===== src/rtl/fp_pkg.sv =====
// Shared types and helpers for the pipelined floating-point multiplier.
package fp_pkg;

    // Operand / result class after unpacking (subnormals are folded into ZERO)
    typedef enum logic [2:0] {
        ZERO,
        NORM,
        INF,
        QNAN,
        SNAN
    } fp_class_t;

    // Exception flags travelling with each result
    typedef struct packed {
        logic invalid;
        logic overflow;
        logic underflow;
        logic inexact;
    } fp_flags_t;

    // Exponent bias for a given exponent field width
    function automatic int unsigned fp_bias(input int unsigned exp_w);
        return (32'd1 << (exp_w - 32'd1)) - 32'd1;
    endfunction

    // Canonical quiet NaN, right-aligned in a 64-bit word; callers truncate to W
    function automatic logic [63:0] fp_qnan(input int unsigned exp_w, input int unsigned man_w);
        logic [63:0] r;
        r = (((64'd1 << exp_w) - 64'd1) << man_w) | (64'd1 << (man_w - 32'd1));
        return r;
    endfunction

    // Classify from exponent/fraction summary bits
    function automatic fp_class_t fp_classify(input logic exp_ones, input logic exp_zero,
                                              input logic frac_zero, input logic frac_msb);
        fp_class_t c;
        if (exp_zero) begin
            c = ZERO;
        end else if (exp_ones) begin
            if (frac_zero) begin
                c = INF;
            end else if (frac_msb) begin
                c = QNAN;
            end else begin
                c = SNAN;
            end
        end else begin
            c = NORM;
        end
        return c;
    endfunction

endpackage


===== src/rtl/fp_round.sv =====
// Third stage: normalise, round, pack and generate flags (combinational).
// FPMUL_RNE_EN selects round-to-nearest-even; otherwise truncation with
// overflow saturating to the largest finite magnitude.
module fp_round
    import fp_pkg::*;
#(
    parameter int unsigned EXP_W = 8,
    parameter int unsigned MAN_W = 23
) (
    input  fp_class_t                  cls,
    input  logic                       invalid,
    input  logic                       sign,
    input  logic signed [EXP_W+1:0]    exp_sum,
    input  logic [2*MAN_W+1:0]         prod,
    output logic [EXP_W+MAN_W:0]       y_c,
    output fp_flags_t                  flags_c
);

    localparam int unsigned W  = 1 + EXP_W + MAN_W;
    localparam int unsigned XW = EXP_W + 2;
    localparam int unsigned PW = 2 * MAN_W + 2;
    localparam logic signed [XW-1:0] EXP_MAX = $signed(XW'((32'd1 << EXP_W) - 32'd1));

    logic [PW-2:0]          norm;
    logic [MAN_W-1:0]       frac;
    logic                   guard;
    logic                   sticky;
    logic                   lost;
    logic                   inc;
    logic [MAN_W:0]         frac_r;
    logic signed [XW-1:0]   exp_r;

    // Left-justify, round and select the packed result for the class
    always_comb begin
        y_c     = '0;
        flags_c = '0;

        norm   = prod[PW-1] ? prod[PW-2:0] : {prod[PW-3:0], 1'b0};
        frac   = norm[PW-2 -: MAN_W];
        guard  = norm[MAN_W];
        sticky = |norm[MAN_W-1:0];
        lost   = guard | sticky;
`ifdef FPMUL_RNE_EN
        inc    = guard & (sticky | frac[0]);
`else
        inc    = 1'b0;
`endif
        frac_r = {1'b0, frac} + (MAN_W+1)'(inc);
        exp_r  = exp_sum + $signed(XW'(prod[PW-1])) + $signed(XW'(frac_r[MAN_W]));

        case (cls)
            ZERO: y_c = {sign, {(W-1){1'b0}}};
            INF:  y_c = {sign, {EXP_W{1'b1}}, {MAN_W{1'b0}}};
            QNAN, SNAN: begin
                y_c             = W'(fp_qnan(EXP_W, MAN_W));
                flags_c.invalid = invalid;
            end
            default: begin
                if (!exp_r[XW-1] && (exp_r >= EXP_MAX)) begin
`ifdef FPMUL_RNE_EN
                    y_c = {sign, {EXP_W{1'b1}}, {MAN_W{1'b0}}};
`else
                    y_c = {sign, {(EXP_W-1){1'b1}}, 1'b0, {MAN_W{1'b1}}};
`endif
                    flags_c.overflow = 1'b1;
                    flags_c.inexact  = 1'b1;
                end else if (exp_r[XW-1] || (exp_r == '0)) begin
                    y_c               = {sign, {(W-1){1'b0}}};
                    flags_c.underflow = 1'b1;
                    flags_c.inexact   = 1'b1;
                end else begin
                    y_c             = {sign, exp_r[EXP_W-1:0], frac_r[MAN_W-1:0]};
                    flags_c.inexact = lost;
                end
            end
        endcase
    end

endmodule


===== src/rtl/fp_mul_pipe.sv =====
// Three-stage pipelined floating-point multiplier with global stall.
// Define FPMUL_RNE_EN for round-to-nearest-even; default build truncates.
module fp_mul_pipe
    import fp_pkg::*;
#(
    parameter int unsigned EXP_W = 8,
    parameter int unsigned MAN_W = 23
) (
    input  logic                   clk,
    input  logic                   rst_n,
    input  logic                   in_valid,
    output logic                   in_ready,
    input  logic [EXP_W+MAN_W:0]   a,
    input  logic [EXP_W+MAN_W:0]   b,
    output logic                   out_valid,
    input  logic                   out_ready,
    output logic [EXP_W+MAN_W:0]   y,
    output logic [3:0]             flags
);

    localparam int unsigned W  = 1 + EXP_W + MAN_W;
    localparam int unsigned XW = EXP_W + 2;
    localparam int unsigned PW = 2 * MAN_W + 2;
    localparam int unsigned MW = MAN_W + 1;

    logic                   stall;
    logic                   adv;
    fp_class_t              cls_a, cls_b, res_cls;
    logic                   res_inv;

    logic                   v1, s1_sign, s1_inv;
    fp_class_t              s1_cls;
    logic [EXP_W-1:0]       s1_ea, s1_eb;
    logic [MW-1:0]          s1_ma, s1_mb;

    logic                   v2, s2_sign, s2_inv;
    fp_class_t              s2_cls;
    logic signed [XW-1:0]   s2_exp;
    logic [PW-1:0]          s2_prod;

    logic [W-1:0]           r_y;
    fp_flags_t              r_flags;

    // A held result blocks every stage
    assign stall    = out_valid & ~out_ready;
    assign adv      = ~stall;
    assign in_ready = adv;

    // Classify operands and resolve special-case result class
    always_comb begin
        cls_a   = fp_classify(&a[W-2 -: EXP_W], ~|a[W-2 -: EXP_W], ~|a[MAN_W-1:0], a[MAN_W-1]);
        cls_b   = fp_classify(&b[W-2 -: EXP_W], ~|b[W-2 -: EXP_W], ~|b[MAN_W-1:0], b[MAN_W-1]);
        res_cls = NORM;
        res_inv = 1'b0;
        if ((cls_a == QNAN) || (cls_a == SNAN) || (cls_b == QNAN) || (cls_b == SNAN)) begin
            res_cls = QNAN;
            res_inv = (cls_a == SNAN) || (cls_b == SNAN);
        end else if (((cls_a == INF) && (cls_b == ZERO)) || ((cls_a == ZERO) && (cls_b == INF))) begin
            res_cls = QNAN;
            res_inv = 1'b1;
        end else if ((cls_a == INF) || (cls_b == INF)) begin
            res_cls = INF;
        end else if ((cls_a == ZERO) || (cls_b == ZERO)) begin
            res_cls = ZERO;
        end
    end

    // S1: capture unpacked operands on input transfer
    always_ff @(posedge clk or negedge rst_n) begin
        if (!rst_n) begin
            v1      <= 1'b0;
            s1_sign <= 1'b0;
            s1_inv  <= 1'b0;
            s1_cls  <= ZERO;
            s1_ea   <= '0;
            s1_eb   <= '0;
            s1_ma   <= '0;
            s1_mb   <= '0;
        end else if (adv) begin
            v1 <= in_valid;
            if (in_valid) begin
                s1_sign <= a[W-1] ^ b[W-1];
                s1_inv  <= res_inv;
                s1_cls  <= res_cls;
                s1_ea   <= a[W-2 -: EXP_W];
                s1_eb   <= b[W-2 -: EXP_W];
                s1_ma   <= {1'b1, a[MAN_W-1:0]};
                s1_mb   <= {1'b1, b[MAN_W-1:0]};
            end
        end
    end

    // S2: mantissa product and biased exponent sum
    always_ff @(posedge clk or negedge rst_n) begin
        if (!rst_n) begin
            v2      <= 1'b0;
            s2_sign <= 1'b0;
            s2_inv  <= 1'b0;
            s2_cls  <= ZERO;
            s2_exp  <= '0;
            s2_prod <= '0;
        end else if (adv) begin
            v2 <= v1;
            if (v1) begin
                s2_sign <= s1_sign;
                s2_inv  <= s1_inv;
                s2_cls  <= s1_cls;
                s2_exp  <= $signed(XW'(s1_ea)) + $signed(XW'(s1_eb)) - $signed(XW'(fp_bias(EXP_W)));
                s2_prod <= PW'(s1_ma) * PW'(s1_mb);
            end
        end
    end

    fp_round #(
        .EXP_W (EXP_W),
        .MAN_W (MAN_W)
    ) u_round (
        .cls     (s2_cls),
        .invalid (s2_inv),
        .sign    (s2_sign),
        .exp_sum (s2_exp),
        .prod    (s2_prod),
        .y_c     (r_y),
        .flags_c (r_flags)
    );

    // S3: register the packed result; bubbles clear the data
    always_ff @(posedge clk or negedge rst_n) begin
        if (!rst_n) begin
            out_valid <= 1'b0;
            y         <= '0;
            flags     <= '0;
        end else if (adv) begin
            out_valid <= v2;
            y         <= v2 ? r_y : '0;
            flags     <= v2 ? r_flags : '0;
        end
    end

endmodule

===== config.mk =====
export PLATFORM = sky130hd
export DESIGN_NAME = fp_mul_pipe
export DESIGN_NICKNAME = d
export VERILOG_FILES = /design/src/rtl/fp_pkg.sv /design/src/rtl/fp_round.sv /design/src/rtl/fp_mul_pipe.sv
export SDC_FILE = /design/constraint.sdc
export NUM_CORES = 2
export LEC_CHECK = 0
export BUFFER_PORTS_ARGS = -buffer_cell sky130_fd_sc_hd__buf_4
export CAP_MARGIN = 20
export CELL_PAD_IN_SITES_DETAIL_PLACEMENT = 1
export CELL_PAD_IN_SITES_GLOBAL_PLACEMENT = 2
export CORE_MARGIN = 5
export CORE_UTILIZATION = 45
export CTS_BUF_LIST = sky130_fd_sc_hd__clkbuf_8
export DETAILED_ROUTE_END_ITERATION = 6
export PLACE_DENSITY_LB_ADDON = 0.1
export SLEW_MARGIN = 20
export SYNTH_ARGS = -nofsm -noshare
export SYNTH_HDL_FRONTEND = slang
export SYNTH_SLANG_ARGS = --single-unit

===== constraint.sdc =====
create_clock -name clk -period 16.27 [get_ports clk]
set_input_delay 0.8135 -clock clk [delete_from_list [all_inputs] [get_ports clk]]
set_output_delay 0.8135 -clock clk [all_outputs]
set_load 0.01 [all_outputs]

==> flow_summary.toml <==
[logic_synthesis]
synth_xor_area_share_pct = 1.741
yosysMostFrequentCell = "nand2_1"
syn_avg_cell_area_um2 = 8.877
synth.largest_area_cell = "fa_1"
yosys-mux-area-fraction_pct = 1.023
synth_top_family_by_area = "adder cells"
ys.flop_type = "dfrtp_1"
yosysWarnings = 0
netlist_top_cells_area = "fa_1 (36%), dfrtp_1 (16%), ha_1 (9.0%), nand2_1 (8.7%), inv_1 (8.0%)"
synth_area_um2 = 26670
yosysSeqAreaShare_pct = 15.77
synth_common_cells = "nand2_1 (620), inv_1 (568), fa_1 (483)"
yosys.area_share.simple_pct = 18.67
synth_top_area_share_pct = 36.26
syn_nets = 3746
ys_seq_elements = 168
synth_compound_area_share_pct = 6.794
async_flop_share_pct = 100.0
synth_edf_count = 0
synthCells = 3004
synth-adder-area-share_pct = 45.22
synthDistinctLibCells = 74

[clock_tree]
post_cts_resize_count = 0
clock_sinks = 168
htree_levels = 4
cts_buffer_depth = 2
clock_latency_ns = 0.53
cts_tree = "built"
clkTransAtPathRegs_ns = 0.11
postCtsHoldBufs = 0
cts_setup_buffers = 0
cts_root_buf = "clkbuf_8"
cts-buffers-inserted = 17

[floorplanning]
die_area_um2 = 64220
dieHeight_um = 253.4
core_um2 = 58910
floorplan.initialDensity_pct = 45.27
fp.dieW_um = 253.4
io_pins = 106
std_cell_rows = 89

[global_routing]
grt_max_degree = 112
overflow = 0
grt_pass1_vias = 23440
grt_pass1_wl_mm = 131.2
antenna_found_initial = 1
grt_usage_pct = 26.34

[setup_path]
path_cells = "and2_1, fa_1, fa_1, inv_1, fa_1, inv_1, fa_1, fa_1, fa_1, inv_1, fa_1, inv_1, ha_1, a21oi_1, o21bai_1, nor2_1, a2111oi_1, o21ai_0, a31oi_1, xnor2_1, o21ai_0"
worst_setup_path_start_kind = "flip-flop"
critPathBufInv = 4
worstPathArrival_ns = 8.28
crit_family = "adder cells"
r2r_start = "s1_mb[1]"
crit_start = "s1_mb[1]"
cp_max_fo = 25
cp_slowest_cell = "dfrtp_1"
cpPeakStageDelay_ns = 1.04
crit_path_end_kind = "flip-flop"
crit_required_ns = 16.67
cp_common_cell = "fa_1"
path_class = "reg -> reg"

[timing]
fin_crit_ns = 7.880
skew_ns = 0.01683
finalHoldViolCount = 0
fmax_mhz = 126.9
maxSlewHeadroom_pct = 30.34
fin_crit_sh_pct = 48.43
setup_tns_ns = 0
slew_violations = 0
rsz0062_at_grt = "false"
setup_viol = 0
worstMarginPinSlew_ns = 1.045

[placement]
port-buffer-count = 105
place_congestion = 0.8718
hpwl_mm = 64.12

[drt]
route.detailed.wl_per_inst_um = 21.46
ant_nets = 0
via_count = 20270
via_per_inst = 5.338
wirelength_mm = 81.49
drc = 0
first_pass_iters = 5
drtIter0Drc = 980

[final_layout]
fin_util_pct = 48.33
final_nets = 3753
syn_to_final_growth_pct = 6.757
nFillCells = 6861
drive_gt1_share_pct = 6.779
num_antenna_cells = 0

[job]
maxCapViolations = 0

[run_status]
status = "complete, no violations"

[hold_path]
holdCritPathClass = "in -> async"
per-layer routing:
layer | vias to the layer above | GRT usage [%] | share of wire, %
li1 | 9101 | - | -
met1 | 10670 | 33.79 | 41
met2 | 371 | 46.94 | 52
met3 | 126 | 2.938 | 3.4
met4 | 0 | 8.252 | 3.4
met5 | - | 0 | 0
flip-flops by register name, indices dropped and copies added, names as in the netlist, 2 cells and up:
signal and count:
s2_cls 2, s1_mb 23, s2_exp 10, s1_eb 8
s1_ea 8, s1_ma 24, flags 4, s2_prod 48
s1_cls 2, y 32
stage by stage:
stage	cell area [um2]	hold WS, ns	std cells	setup slack, ns
after detailed placement	28050	0.4641	3765	8.441
final	28470	0.3405	3797	8.390
after CTS	28450	0.3666	3797	8.431
after global placement	28050	0.4536	3765	8.562
after global routing	28470	0.3842	3797	7.817
after floorplan	26670	0.4386	3004	9.596
layout by cell type, fill, tap and decap left out, types with 4 or more instances in the layout:
master    count
o21ai_0     107
inv_6         6
ha_1        191
dfrtp_1     168
nand4_1      23
a21oi_1      79
mux2i_1      25
a21o_1       24
nand2_1     618
a221o_1       7
inv_1       569
or4_1         4
a211oi_1      8
o211ai_1      4
or3_1         4
nor4_1       19
fa_1        483
nor3_1       15
a31oi_1       4
nand3_1      20
o21a_1        6
o31ai_1       7
and3_1        5
xnor2_1      35
buf_4       149
nand2b_1      8
nor2_1       38
and2_1      282
o21bai_1     12
xor2_1       18
a41oi_1       4
clkbuf_8     18
worst reg2reg max path: stages, from the launching register on:
cell	delay, ns
dfrtp_1	1.04
and2_1	0.28
fa_1	0.45
fa_1	0.56
inv_1	0.06
fa_1	0.53
inv_1	0.05
fa_1	0.42
fa_1	0.49
fa_1	0.55
inv_1	0.06
fa_1	0.49
inv_1	0.05
ha_1	0.47
a21oi_1	0.13
o21bai_1	0.22
nor2_1	0.09
a2111oi_1	0.88
o21ai_0	0.39
a31oi_1	0.31
xnor2_1	0.14
o21ai_0	0.09
path summary, 6_finish.rpt:
| path | cells after the start | slack [ns] | end |
|---|---|---|---|
| worst max register to register | 21 | 8.39 | s2_prod[40] |
| worst min-delay path | 1 | 0.34 | s1_ea[7] |
| worst min register to register | 2 | 0.48 | s2_sign |
| worst max-delay path | 21 | 8.39 | s2_prod[40] |
| min in group clk | 2 | 0.48 | s2_sign |
| max in group asynchronous | 2 | 14.62 | s1_mb[5] |
area by class of cell:
cell class	instances	area (um2)	area share [%]
timing repair buffer	151	1141	4.008
inverter	569	2136	7.503
clock buffer	18	247.7	0.8703
tap	773	967.2	3.398
sequential	168	4204	14.77
clock inverter	14	153.9	0.5406
multi-input combinational	2104	19620	68.91
cell families (layout without fill, tap and decap cells):
family | after synthesis | after routing
AO/OA/AOI/OAI | 292 | 292
multiplexers | 27 | 27
XOR/XNOR | 53 | 53
adder cells (fa/ha/maj) | 674 | 674
AND/OR/NAND/NOR | 1058 | 1058
buffers and inverters | 732 | 752
flip-flops | 168 | 168
Power is not shown: default switching activity piles up to over one toggle a cycle in this logic, so the estimate is an artifact.
